<file path="config.mk">
export PLATFORM = sky130hd
export DESIGN_NAME = i2s_receiver
export DESIGN_NICKNAME = d
export VERILOG_FILES = /design/src/rtl/i2s_receiver.sv
export SDC_FILE = /design/constraint.sdc
export NUM_CORES = 1
export LEC_CHECK = 0
export CAP_MARGIN = 20
export CORE_ASPECT_RATIO = 0.7
export CORE_MARGIN = 10
export CORE_UTILIZATION = 50
export DETAILED_ROUTE_END_ITERATION = 8
export PLACE_DENSITY = 0.86
export SLEW_MARGIN = 20
export SYNTH_ARGS = -nofsm -noshare
export SYNTH_HDL_FRONTEND = slang
export SYNTH_SLANG_ARGS = --single-unit
</file>
<file path="constraint.sdc">
create_clock -name clk -period 1.25 [get_ports clk]
set_input_delay 0.1875 -clock clk [delete_from_list [all_inputs] [get_ports clk]]
set_output_delay 0.1875 -clock clk [all_outputs]
set_load 0.01 [all_outputs]
</file>
<file path="src/rtl/i2s_receiver.sv">
// i2s_receiver: captures stereo I2S audio from an ADC into clk_sys-domain
// sample registers. bclk/adclrc/adcdat are oversampled by clk; every bclk
// rise shifts one bit, and each adclrc change closes the previous half-frame.
module i2s_receiver #(
  parameter int WIDTH = 24
) (
  input  logic             clk,
  input  logic             reset,
  input  logic             enable,
  input  logic             bclk,
  input  logic             adclrc,
  input  logic             adcdat,
  output logic [WIDTH-1:0] left_data,
  output logic [WIDTH-1:0] right_data,
  output logic             sample_valid,
  output logic             frame_err,
  output logic             locked
);

  // state | meaning
  // IDLE  | receive disabled; outputs hold their last values
  // SEEK  | waiting for a right-to-left boundary to align on
  // RUN   | aligned; each full left+right pair updates the outputs

  typedef enum logic [1:0] {IDLE, SEEK, RUN} state_t;

  state_t           state;
  logic [1:0]       bclk_sync;
  logic [1:0]       lrc_sync;
  logic [1:0]       dat_sync;
  logic             bclk_prev;
  logic             rise;
  logic [WIDTH-1:0] shifter;
  logic [5:0]       bit_cnt;
  logic             last_lrc;
  logic             evt_boundary;
  logic             evt_to_left;
  logic             evt_len_ok;
  logic [WIDTH-1:0] pending_left;

  assign rise = bclk_sync[1] & ~bclk_prev;

  // Two-flop synchronizers for all codec-domain inputs, plus bclk history
  always_ff @(posedge clk) begin
    if (reset) begin
      bclk_sync <= '0;
      lrc_sync  <= '0;
      dat_sync  <= '0;
      bclk_prev <= 1'b0;
    end else begin
      bclk_sync <= {bclk_sync[0], bclk};
      lrc_sync  <= {lrc_sync[0], adclrc};
      dat_sync  <= {dat_sync[0], adcdat};
      bclk_prev <= bclk_sync[1];
    end
  end

  // Shift on every bclk rise and register a boundary event for the FSM.
  // The event is consumed one cycle later, when the shifter already holds
  // the completed word (LSB arrives in slot 0 because of the I2S delay).
  always_ff @(posedge clk) begin
    if (reset) begin
      shifter      <= '0;
      bit_cnt      <= '0;
      last_lrc     <= 1'b0;
      evt_boundary <= 1'b0;
      evt_to_left  <= 1'b0;
      evt_len_ok   <= 1'b0;
    end else begin
      evt_boundary <= 1'b0;
      if (rise) begin
        shifter  <= {shifter[WIDTH-2:0], dat_sync[1]};
        last_lrc <= lrc_sync[1];
        if (lrc_sync[1] != last_lrc) begin
          bit_cnt      <= 6'd1;
          evt_boundary <= 1'b1;
          evt_to_left  <= ~lrc_sync[1];
          evt_len_ok   <= (bit_cnt == 6'(WIDTH));
        end else if (bit_cnt != 6'd63) begin
          bit_cnt <= bit_cnt + 6'd1;
        end
      end
    end
  end

  // Lock/run sequencing with registered outputs and single-cycle pulses
  always_ff @(posedge clk) begin
    if (reset) begin
      state        <= IDLE;
      pending_left <= '0;
      left_data    <= '0;
      right_data   <= '0;
      sample_valid <= 1'b0;
      frame_err    <= 1'b0;
      locked       <= 1'b0;
    end else begin
      sample_valid <= 1'b0;
      frame_err    <= 1'b0;
      if (!enable) begin
        state        <= IDLE;
        pending_left <= '0;
        locked       <= 1'b0;
      end else begin
        case (state)
          IDLE: state <= SEEK;
          SEEK: begin
            // the aligning boundary itself carries no usable word
            if (evt_boundary && evt_to_left) begin
              state  <= RUN;
              locked <= 1'b1;
            end
          end
          RUN: begin
            if (evt_boundary) begin
              if (!evt_len_ok) begin
                frame_err <= 1'b1;
                state     <= SEEK;
                locked    <= 1'b0;
              end else if (!evt_to_left) begin
                pending_left <= shifter;
              end else begin
                left_data    <= pending_left;
                right_data   <= shifter;
                sample_valid <= 1'b1;
              end
            end
          end
          default: begin
            state  <= IDLE;
            locked <= 1'b0;
          end
        endcase
      end
    end
  end

endmodule

</file>
---- Word-level counts from Yosys, hierarchy flattened ----
Cells that the tools add are included.
storage, ports and cells
  input port bits ......................... 6
  output and inout port bits .............. 51
  flip-flop bits (word level) ............. 118
  logic and storage cells ................. 62
cells by class
  mux-type cells .......................... 13
  reduce and logical (&&, ||, !) cells .... 13
  eq/ne operators ......................... 8
  add/subtract/negate cells ............... 1
  bitwise logic cells ..................... 10
operators by type and width
  cell                 count
  $mux 6               2
  $not 1->1            9
  $reduce_and 4->1     2
  $add 6x1->6 const B  1
  $eq 6x5->1 const B   1
  $mux 1               6
  $mux 2               3
  $ne 2x2->1 const B   3
  $ne 6x6->1 const B   1
  $pmux 2 s3           1
  $reduce_and 5->1     1
  $reduce_or 5->1      1
  $reduce_and 2->1     2
  $reduce_or 2->1      2
  $reduce_or 4->1      1
  $pmux 1 s3           1
  $reduce_and 3->1     1
  $eq 2x1->1 const B   1
  $eq 2x2->1 const B   1
  $logic_not 2->1      1
  $reduce_bool 2->1    1
  $and 1x1->1          1
  $logic_and 1x1->1    1
  $ne 1x1->1           1

---- Longest topological paths before layout ----
Gate-level depths: netlist (run 1).
  depth in word-level cells ............... 4
  mapped depth ............................ 6

---- Worst setup path before layout (run 1) ----
OpenSTA, ideal clock, no wires.
  path type ............................... register to register
  start ................................... register bit_cnt[0]
  end ..................................... register bit_cnt[0]
  data arrival time ....................... 1.133 ns
  period minus slack after synthesis ...... 1.269 ns
  slack ................................... -0.019 ns
  cell stages (with the launch flop) ...... 5
  cells stage by stage .................... dfxtp_1 > ha_1 > and2_1 > a2111oi_0 > a211oi_1
between the ends
  cells in the longest elaborated chain, start to end .. 3
ends and longest elaborated chain
  element                                      line    text
  start, declared                              34      logic [5:0] bit_cnt;
  start signal, assigned                       80      bit_cnt <= bit_cnt + 6'd1;
  $add 6x1->6 or $ne 6x6->1 (tied branches)    80, 79
  $mux 6 or $reduce_bool 2->1 (tied branches)  --
  $mux 6 or $reduce_and 2->1 (tied branches)   --
Several ways; a longest one is shown, not always the timed one. The select of a mux whose other input is x is not followed.
A chain may end at the register's enable or synchronous reset.

---- Worst setup path after layout (run 1) ----
  start ................................... register state[1]
  end ..................................... register pending_left[13]
between the ends
  cells in the longest elaborated chain, start to end .. 2
ends and longest elaborated chain
  element                            line  text
  start, declared                    27    state_t state;
  start signal, assigned             89    state <= IDLE;
  start signal, assigned             100   state <= IDLE;
  start signal, assigned             105   IDLE: state <= SEEK;
  $eq 2x2->1                         104   case (state)
  $reduce_and 4->1 (no source line)  --
  end signal, assigned               120   pending_left <= shifter;
  end, declared                      39    logic [WIDTH-1:0] pending_left;
Every way passes these cells.

==> flow_metrics.py, run 1 <==
metrics = {
    "yosys": {
        "syn-cell-area_um2": 4630,
        "number_of_flops_mapped_to_enable_cells_by_yosys": 0,
        "synth_cell_types": 48,
        "netlist_instances": 534,
        "number_of_storage_elements_in_the_synthesis_netlist": 118,
        "sequential_cell_area_fraction_in_the_yosys_report_pct": 51.0,
        "synth_ff_type": "dfxtp_1",
        "mappedNetlistNets": 542,
        "synth.avg_cell_area_um2": 8.67,
        "synth_async_sr_flop_share_pct": 0,
        "synth.yosys.warnings": 0,
    },
    "critical_path": {
        "type_of_element_capturing_the_critical_path": "flip-flop",
        "cp-start-kind": "flip-flop",
        "setup_slack_on_the_worst_flop_to_flop_path_ns": -0.06,
        "critical_path.slowest_cell": "dfxtp_4",
        "r2r-end": "pending_left[13]$_SDFFE_PP0P_",
        "worst_r2r_startpoint": "state[1]$_SDFFE_PP0P_",
        "cp.buffers_inverters": 2,
        "worst-path-max-fanout": 6,
        "worstPathRequired_ns": 1.57,
        "critical_path.cell_chain": "and3b_2 > buf_6 > buf_16 > nand3_1 > a21oi_1",
        "rr_worst_depth": 5,
        "critical_path.top_delay_family": "simple AND/OR/NAND/NOR gates",
        "worst_ep_arrival_time_ns": 1.63,
        "timing.critical_path.slowest_cell_delay_ns": 0.36,
        "setup.worst_path.class": "reg2reg",
    },
    "grt": {
        "grt_overflow_total": 0,
        "grt_start_max_net_pins": 64,
        "via_count_of_the_first_global_routing_pass": 4134,
        "grt_antenna_before_repair": 0,
        "groute.usage.overall_pct": 18.7,
        "grt_pass1_wl_um": 20700,
    },
    "timing": {
        "fin_crit_sh_pct": 105,
        "hold_violations": 0,
        "rsz0062_at_grt": "true",
        "actual_slew_at_the_worst_max_slew_pin_ns": 0.356,
        "clock_skew_ns": 0.0103,
        "timing.setup.tns_ns": -0.400,
        "slew_viol_final": 0,
        "finalWorstSetupSlack_ns": -0.0642,
        "tmin_final_ns": 1.31,
        "setup_viol_count_final": 25,
        "timing.hold.ws_ns": 0.171,
        "slew_headroom_pct": 76.2,
        "timing.fmax_mhz": 761,
    },
    "routing": {
        "avgRoutedWirePerCell_um": 18.9,
        "route.antenna.remaining_nets": 0,
        "met2RoutedLength_um": 6650,
        "post-route-drc-count": 0,
        "dr.pass1.iters": 6,
        "dr_wl_met3_um": 1360,
        "via_count": 4410,
        "routed_via_density": 6.04,
        "routed_wl_um": 13800,
        "top_layer_used": "met4",
        "iteration_0_drc_count_of_the_detailed_router": 512,
        "m1WireLength_um": 5540,
    },
    "run_status": {
        "violations": "setup timing",
        "run_status": "complete, but fails checks",
    },
    "floorplan": {
        "die-height_um": 101,
        "die-width_um": 135,
        "placeableCoreArea_um2": 9030,
        "dieArea_um2": 13600,
        "floorplan.rows": 29,
        "starting_density_of_the_core_pct": 51.3,
        "ioPinCount": 57,
    },
    "pwr": {
        "clkPwrFrac_pct": 53.6,
        "power.combinational.fraction_pct": 2.5,
        "swShare_pct": 20.1,
        "p_leak_nw": 2.23,
        "power.net_switching_mw": 1.73,
        "internal_power_mw": 6.90,
        "power_density_nw_per_um2": 1360,
        "power_frac_seq_pct": 43.9,
        "peakVddDrop_uv": 1010,
    },
    "layout": {
        "ratio_of_cells_with_drive_above_1_in_the_final_layout_pct": 24.1,
        "layout.cells.most_common_list": "dfxtp_1, a21oi_1, nand2_1",
        "area_growth_syn_to_layout_pct": 36.6,
        "finalInstanceArea_um2": 6330,
        "count_of_filler_cells_inserted_in_the_layout": 628,
        "diodes": 0,
        "multi_input_area_um2": 2250,
        "area.sequential_um2": 2380,
        "final_core_utilization_pct": 70.0,
        "layout.cells.most_common": "dfxtp_1",
        "nNetsFinal": 605,
    },
    "clock_network": {
        "max-clock-path-buffers": 2,
        "clkLatencyLatePin_ns": 0.41,
        "htree_levels": 4,
        "clock_sink_count": 118,
        "tritoncts": "done",
        "tritoncts.num_buffers": 17,
        "cts.reportedPaths.clkPinSlew_ns": 0.05,
        "cell_at_the_root_of_the_clock_tree": "clkbuf_16",
    },
    "placed_design": {
        "placed_area_um2": 5390,
        "port_buffers": 56,
        "dp_hpwl_um": 7960,
        "globalplace.congestion": 0.871,
    },
    "worst_hold_path": {
        "hold_path_class": "in2reg",
        "holdPathStages": 3,
        "whs_endpoint": "bit_cnt[2]$_SDFFE_PP0P_",
        "holdCritStartpoint": "reset",
    },
    "run": {
        "max_cap_viol_count": 0,
    },
}
sequential cells by signal (all words and copies together), names as in the netlist:
name          flops
lrc_sync          2
bclk_prev         1
last_lrc          1
locked            1
shifter          24
state             2
dat_sync          2
bclk_sync         2
evt_boundary      1
right_data       24
bit_cnt           6
left_data        24
frame_err         1
evt_to_left       1
pending_left     24
evt_len_ok        1
sample_valid      1
how the worst max path moves through the flow:
| stage | to | slack (ns) | depth (start not counted) | start |
|---|---|---|---|---|
| detailed placement | left_data[3]$_SDFFE_PP0P_ | -0.24 | 5 | enable |
| global route | pending_left[13]$_SDFFE_PP0P_ | -0.14 | 4 | state[0]$_SDFFE_PP0P_ |
| global placement | right_data[20]$_SDFFE_PP0P_ | -0.18 | 5 | enable |
| floorplan | bit_cnt[0]$_SDFFE_PP0P_ | 0.0002 | 4 | bit_cnt[0]$_SDFFE_PP0P_ |
| finish | pending_left[13]$_SDFFE_PP0P_ | -0.06 | 5 | state[1]$_SDFFE_PP0P_ |
| CTS | pending_left[8]$_SDFFE_PP0P_ | -0.07 | 4 | evt_len_ok$_SDFFE_PP0P_ |
power by group through the flow:
stage	logic, mW	registers, mW	clock network, mW
floorplan	0.106	3.87	0
CTS	0.193	3.79	4.62
finish	0.213	3.79	4.63
detailed placement	0.186	3.87	0
global route	0.229	3.79	4.80
global placement	0.181	3.87	0
Yosys cell counts, types with 2 or more instances:
cell	instances	area, um^2
nor4bb_1	2	20.0
nand3_2	10	100
clkbuf_2	6	30.0
nand2_1	53	199
a21oi_1	97	485
nor3_1	2	10.0
nor2_1	3	11.3
nor2b_1	12	75.1
nor4b_1	2	17.5
buf_4	10	75.1
dfxtp_1	118	2360
nand3_1	67	335
buf_6	3	33.8
a211oi_1	2	15.0
ha_1	2	25.0
nand2b_1	2	12.5
a21oi_2	6	52.6
inv_1	3	11.3
buf_2	14	70.1
o21ai_1	8	40.0
nor4_1	3	18.8
clkbuf_1	16	60.1
a31oi_1	2	12.5
o21ai_0	66	330
nand4_1	2	12.5
cell families (layout without fill, tap and decap cells):
kind of cell             after synthesis  after routing  share of synthesized area, %
flip-flops                           118            118                          51.0
AO/OA/AOI/OAI                        190            190                          21.9
adder cells (fa/ha/maj)                2              2                         0.540
buffers and inverters                 54            126                          6.56
AND/OR/NAND/NOR                      168            168                          19.6
XOR/XNOR                               2              2                         0.378
per-stage QoR:
stage,instances,worst slack (ns),power [mW]
floorplan,534,0.000181,3.97
global placement,695,-0.184,4.05
detailed placement,695,-0.242,4.05
CTS,724,-0.0656,8.61
global route,730,-0.141,8.82
finish,730,-0.0642,8.63
worst register-to-register path: cells and delay by family, from the launching register on:
| family | cells | cell delay [ns] |
|---|---|---|
| compound gates | 1 | 0.18 |
| buf+inv | 2 | 0.29 |
| flops | 1 | 0.36 |
| simple gates | 2 | 0.40 |
cell type report:
cell class | count | area share, %
sequential | 118 | 37.6
multi-input combinational | 362 | 35.6
timing repair buffer | 95 | 15.4
clock buffer | 24 | 7.61
tap | 124 | 2.45
clock inverter | 4 | 1.15
inverter | 3 | 0.218
timing repair:
item                                    4_1_cts  5_1_grt
gates cloned                                  1        3
hold buffers                                  0        0
buffers inserted                              0        3
pin swaps                                     3       10
gates resized for setup                      65       91
endpoints found under the setup margin       87       97
per-layer routing:
layer,up-vias,track usage [%]
met1,2157,22.9
li1,2015,-
met5,-,0
met4,0,7.01
met2,217,30.0
met3,21,6.27
(Power assumes the default switching activity.)
==> inputs of run 2 (changes only) <==
- CORE_UTILIZATION: 50 -> 55
- PLACE_DENSITY: 0.86 -> 0.89
- clock period: 1.25 -> 1.35 ns (I/O delays scaled with it)
==> run 2 against run 1 <==
  * The run now ends clean
  * Utilization grew 3.1 points
  * First-iteration DRC count increased by 16%
  * Clock power up 2%
  * Power decreased by 2.6%
  * Cell count shrank 4.9%
  * Maximum frequency up 0.23%
  * Global-route usage shrank 0.15 points
  * Via count shrank 4.9%
  * Worst hold slack got worse by 0.0075 ns
  * Largest cell class unchanged
==> flow_metrics.py, run 2 (synthesis gave the netlist of run 1 again) <==
metrics = {
    "clock_network": {
        "clkLatencyLatePin_ns": 0.41,
        "cell_at_the_root_of_the_clock_tree": "clkbuf_16",
        "tritoncts.num_buffers": 17,
        "tritoncts": "done",
        "clock_sink_count": 118,
        "cts.reportedPaths.clkPinSlew_ns": 0.06,
        "max-clock-path-buffers": 2,
        "htree_levels": 4,
    },
    "worst_hold_path": {
        "holdCritStartpoint": "reset",
        "holdPathStages": 3,
        "hold_path_class": "in2reg",
        "whs_endpoint": "bit_cnt[2]$_SDFFE_PP0P_",
    },
    "pwr": {
        "p_leak_nw": 2.17,
        "peakVddDrop_uv": 916,
        "power_density_nw_per_um2": 1430,
    },
    "layout": {
        "nNetsFinal": 588,
        "area_growth_syn_to_layout_pct": 26.9,
        "finalInstanceArea_um2": 5880,
        "diodes": 0,
        "count_of_filler_cells_inserted_in_the_layout": 599,
        "ratio_of_cells_with_drive_above_1_in_the_final_layout_pct": 13.7,
        "layout.cells.most_common": "dfxtp_1",
        "layout.cells.most_common_list": "dfxtp_1, a21oi_1, nand3_1, o21ai_0, nand2_1",
    },
    "timing": {
        "timing.fmax_mhz": 763,
        "slew_viol_final": 0,
        "rsz0062_at_grt": "true",
        "timing.setup.tns_ns": 0,
        "clock_skew_ns": 0.00618,
        "hold_violations": 0,
        "slew_headroom_pct": 73.0,
        "actual_slew_at_the_worst_max_slew_pin_ns": 0.405,
        "timing.hold.ws_ns": 0.163,
        "setup_viol_count_final": 0,
        "tmin_final_ns": 1.31,
        "fin_crit_sh_pct": 97.1,
    },
    "routing": {
        "via_count": 4196,
        "iteration_0_drc_count_of_the_detailed_router": 592,
        "avgRoutedWirePerCell_um": 17.1,
        "routed_wl_um": 11900,
        "routed_via_density": 6.05,
        "post-route-drc-count": 0,
        "dr.pass1.iters": 5,
        "route.antenna.remaining_nets": 0,
    },
    "critical_path": {
        "worst-path-max-fanout": 41,
        "worst_ep_arrival_time_ns": 1.65,
        "worstPathRequired_ns": 1.69,
        "r2r-end": "pending_left[15]$_SDFFE_PP0P_",
        "setup_slack_on_the_worst_flop_to_flop_path_ns": 0.04,
        "worst_r2r_startpoint": "state[0]$_SDFFE_PP0P_",
        "setup.worst_path.class": "reg2reg",
        "cp-start-kind": "flip-flop",
        "rr_worst_depth": 4,
        "type_of_element_capturing_the_critical_path": "flip-flop",
    },
    "grt": {
        "grt_antenna_before_repair": 0,
        "globalRouteMet1Util_pct": 23.6,
        "grt-busiest-layer": "met2",
        "groute.usage.overall_pct": 18.6,
        "met2_usage_pct": 27.9,
        "grt_overflow_total": 0,
        "use_met3_pct": 7.02,
        "grt_start_max_net_pins": 92,
        "via_count_of_the_first_global_routing_pass": 3831,
        "grt_pass1_wl_um": 19200,
    },
    "floorplan": {
        "ioPinCount": 57,
        "floorplan.rows": 27,
        "placeableCoreArea_um2": 8040,
        "dieArea_um2": 12600,
        "die-height_um": 96.8,
        "die-width_um": 130,
        "starting_density_of_the_core_pct": 57.6,
    },
    "placed_design": {
        "dp_hpwl_um": 7350,
        "port_buffers": 56,
        "globalplace.congestion": 0.838,
        "placed_area_um2": 5250,
    },
    "run": {
        "max_cap_viol_count": 0,
    },
    "run_status": {
        "run_status": "finished, final reports clean",
    },
}
## run 2: worst max path at each step
stage / slack [ns] / endpoint / cells past startpoint / start
floorplan: 0.08 / bit_cnt[0]$_SDFFE_PP0P_ / 4 / bit_cnt[0]$_SDFFE_PP0P_
global placement: -0.09 / left_data[9]$_SDFFE_PP0P_ / 5 / enable
detailed placement: -0.14 / left_data[4]$_SDFFE_PP0P_ / 5 / enable
CTS: 0.004 / bit_cnt[0]$_SDFFE_PP0P_ / 4 / bit_cnt[0]$_SDFFE_PP0P_
global route: -0.01 / left_data[14]$_SDFFE_PP0P_ / 4 / state[0]$_SDFFE_PP0P_
finish: 0.04 / pending_left[15]$_SDFFE_PP0P_ / 4 / state[0]$_SDFFE_PP0P_
## run 2: routing by layer
layer	wire length (um)	part of all wire [%]
met1	5170	43
met2	5480	46
met5	0	0
met4	140	1.2
met3	1100	9.3
## run 2: layout make-up
| type | instances | area (um^2) | area share [%] |
|---|---|---|---|
| flip-flops and latches | 118 | 2370 | 40.3 |
| multi-input cells | 362 | 2020 | 34.4 |
| repair buffers | 78 | 727 | 12.4 |
| clock buffers | 23 | 478 | 8.13 |
| clock inverters | 9 | 148 | 2.51 |
| well taps | 101 | 126 | 2.15 |
| inverters | 3 | 11.3 | 0.192 |
## run 2: metrics by stage
step	power, mW	instances	setup WS (ns)	util, %
5_1_grt	8.59	694	-0.0117	73.1
6_report	8.41	694	0.0389	73.1
2_1_floorplan	3.68	534	0.0806	-
3_3_place_gp	3.72	662	-0.0857	65.3
3_5_place_dp	3.73	662	-0.143	65.3
4_1_cts	8.42	694	0.00363	72.3
## run 2: what timing repair did
item,4_1_cts,5_1_grt
buffers inserted,0,0
gates resized for setup,53,13
pin swaps,0,0
setup endpoints to repair,53,14
hold buffers,0,0
## run 2: worst max-delay path: stages, from the launching register on
cell	delay (ns)
dfxtp_1	0.32
and3b_2	0.35
buf_12	0.25
nand3_1	0.15
a21oi_1	0.16
## run 2: power by group
group	total, mW	internal, mW	switching (mW)
clock	4.74	3.22	1.52
combinational	0.157	0.0517	0.105
sequential	3.51	3.50	0.0127
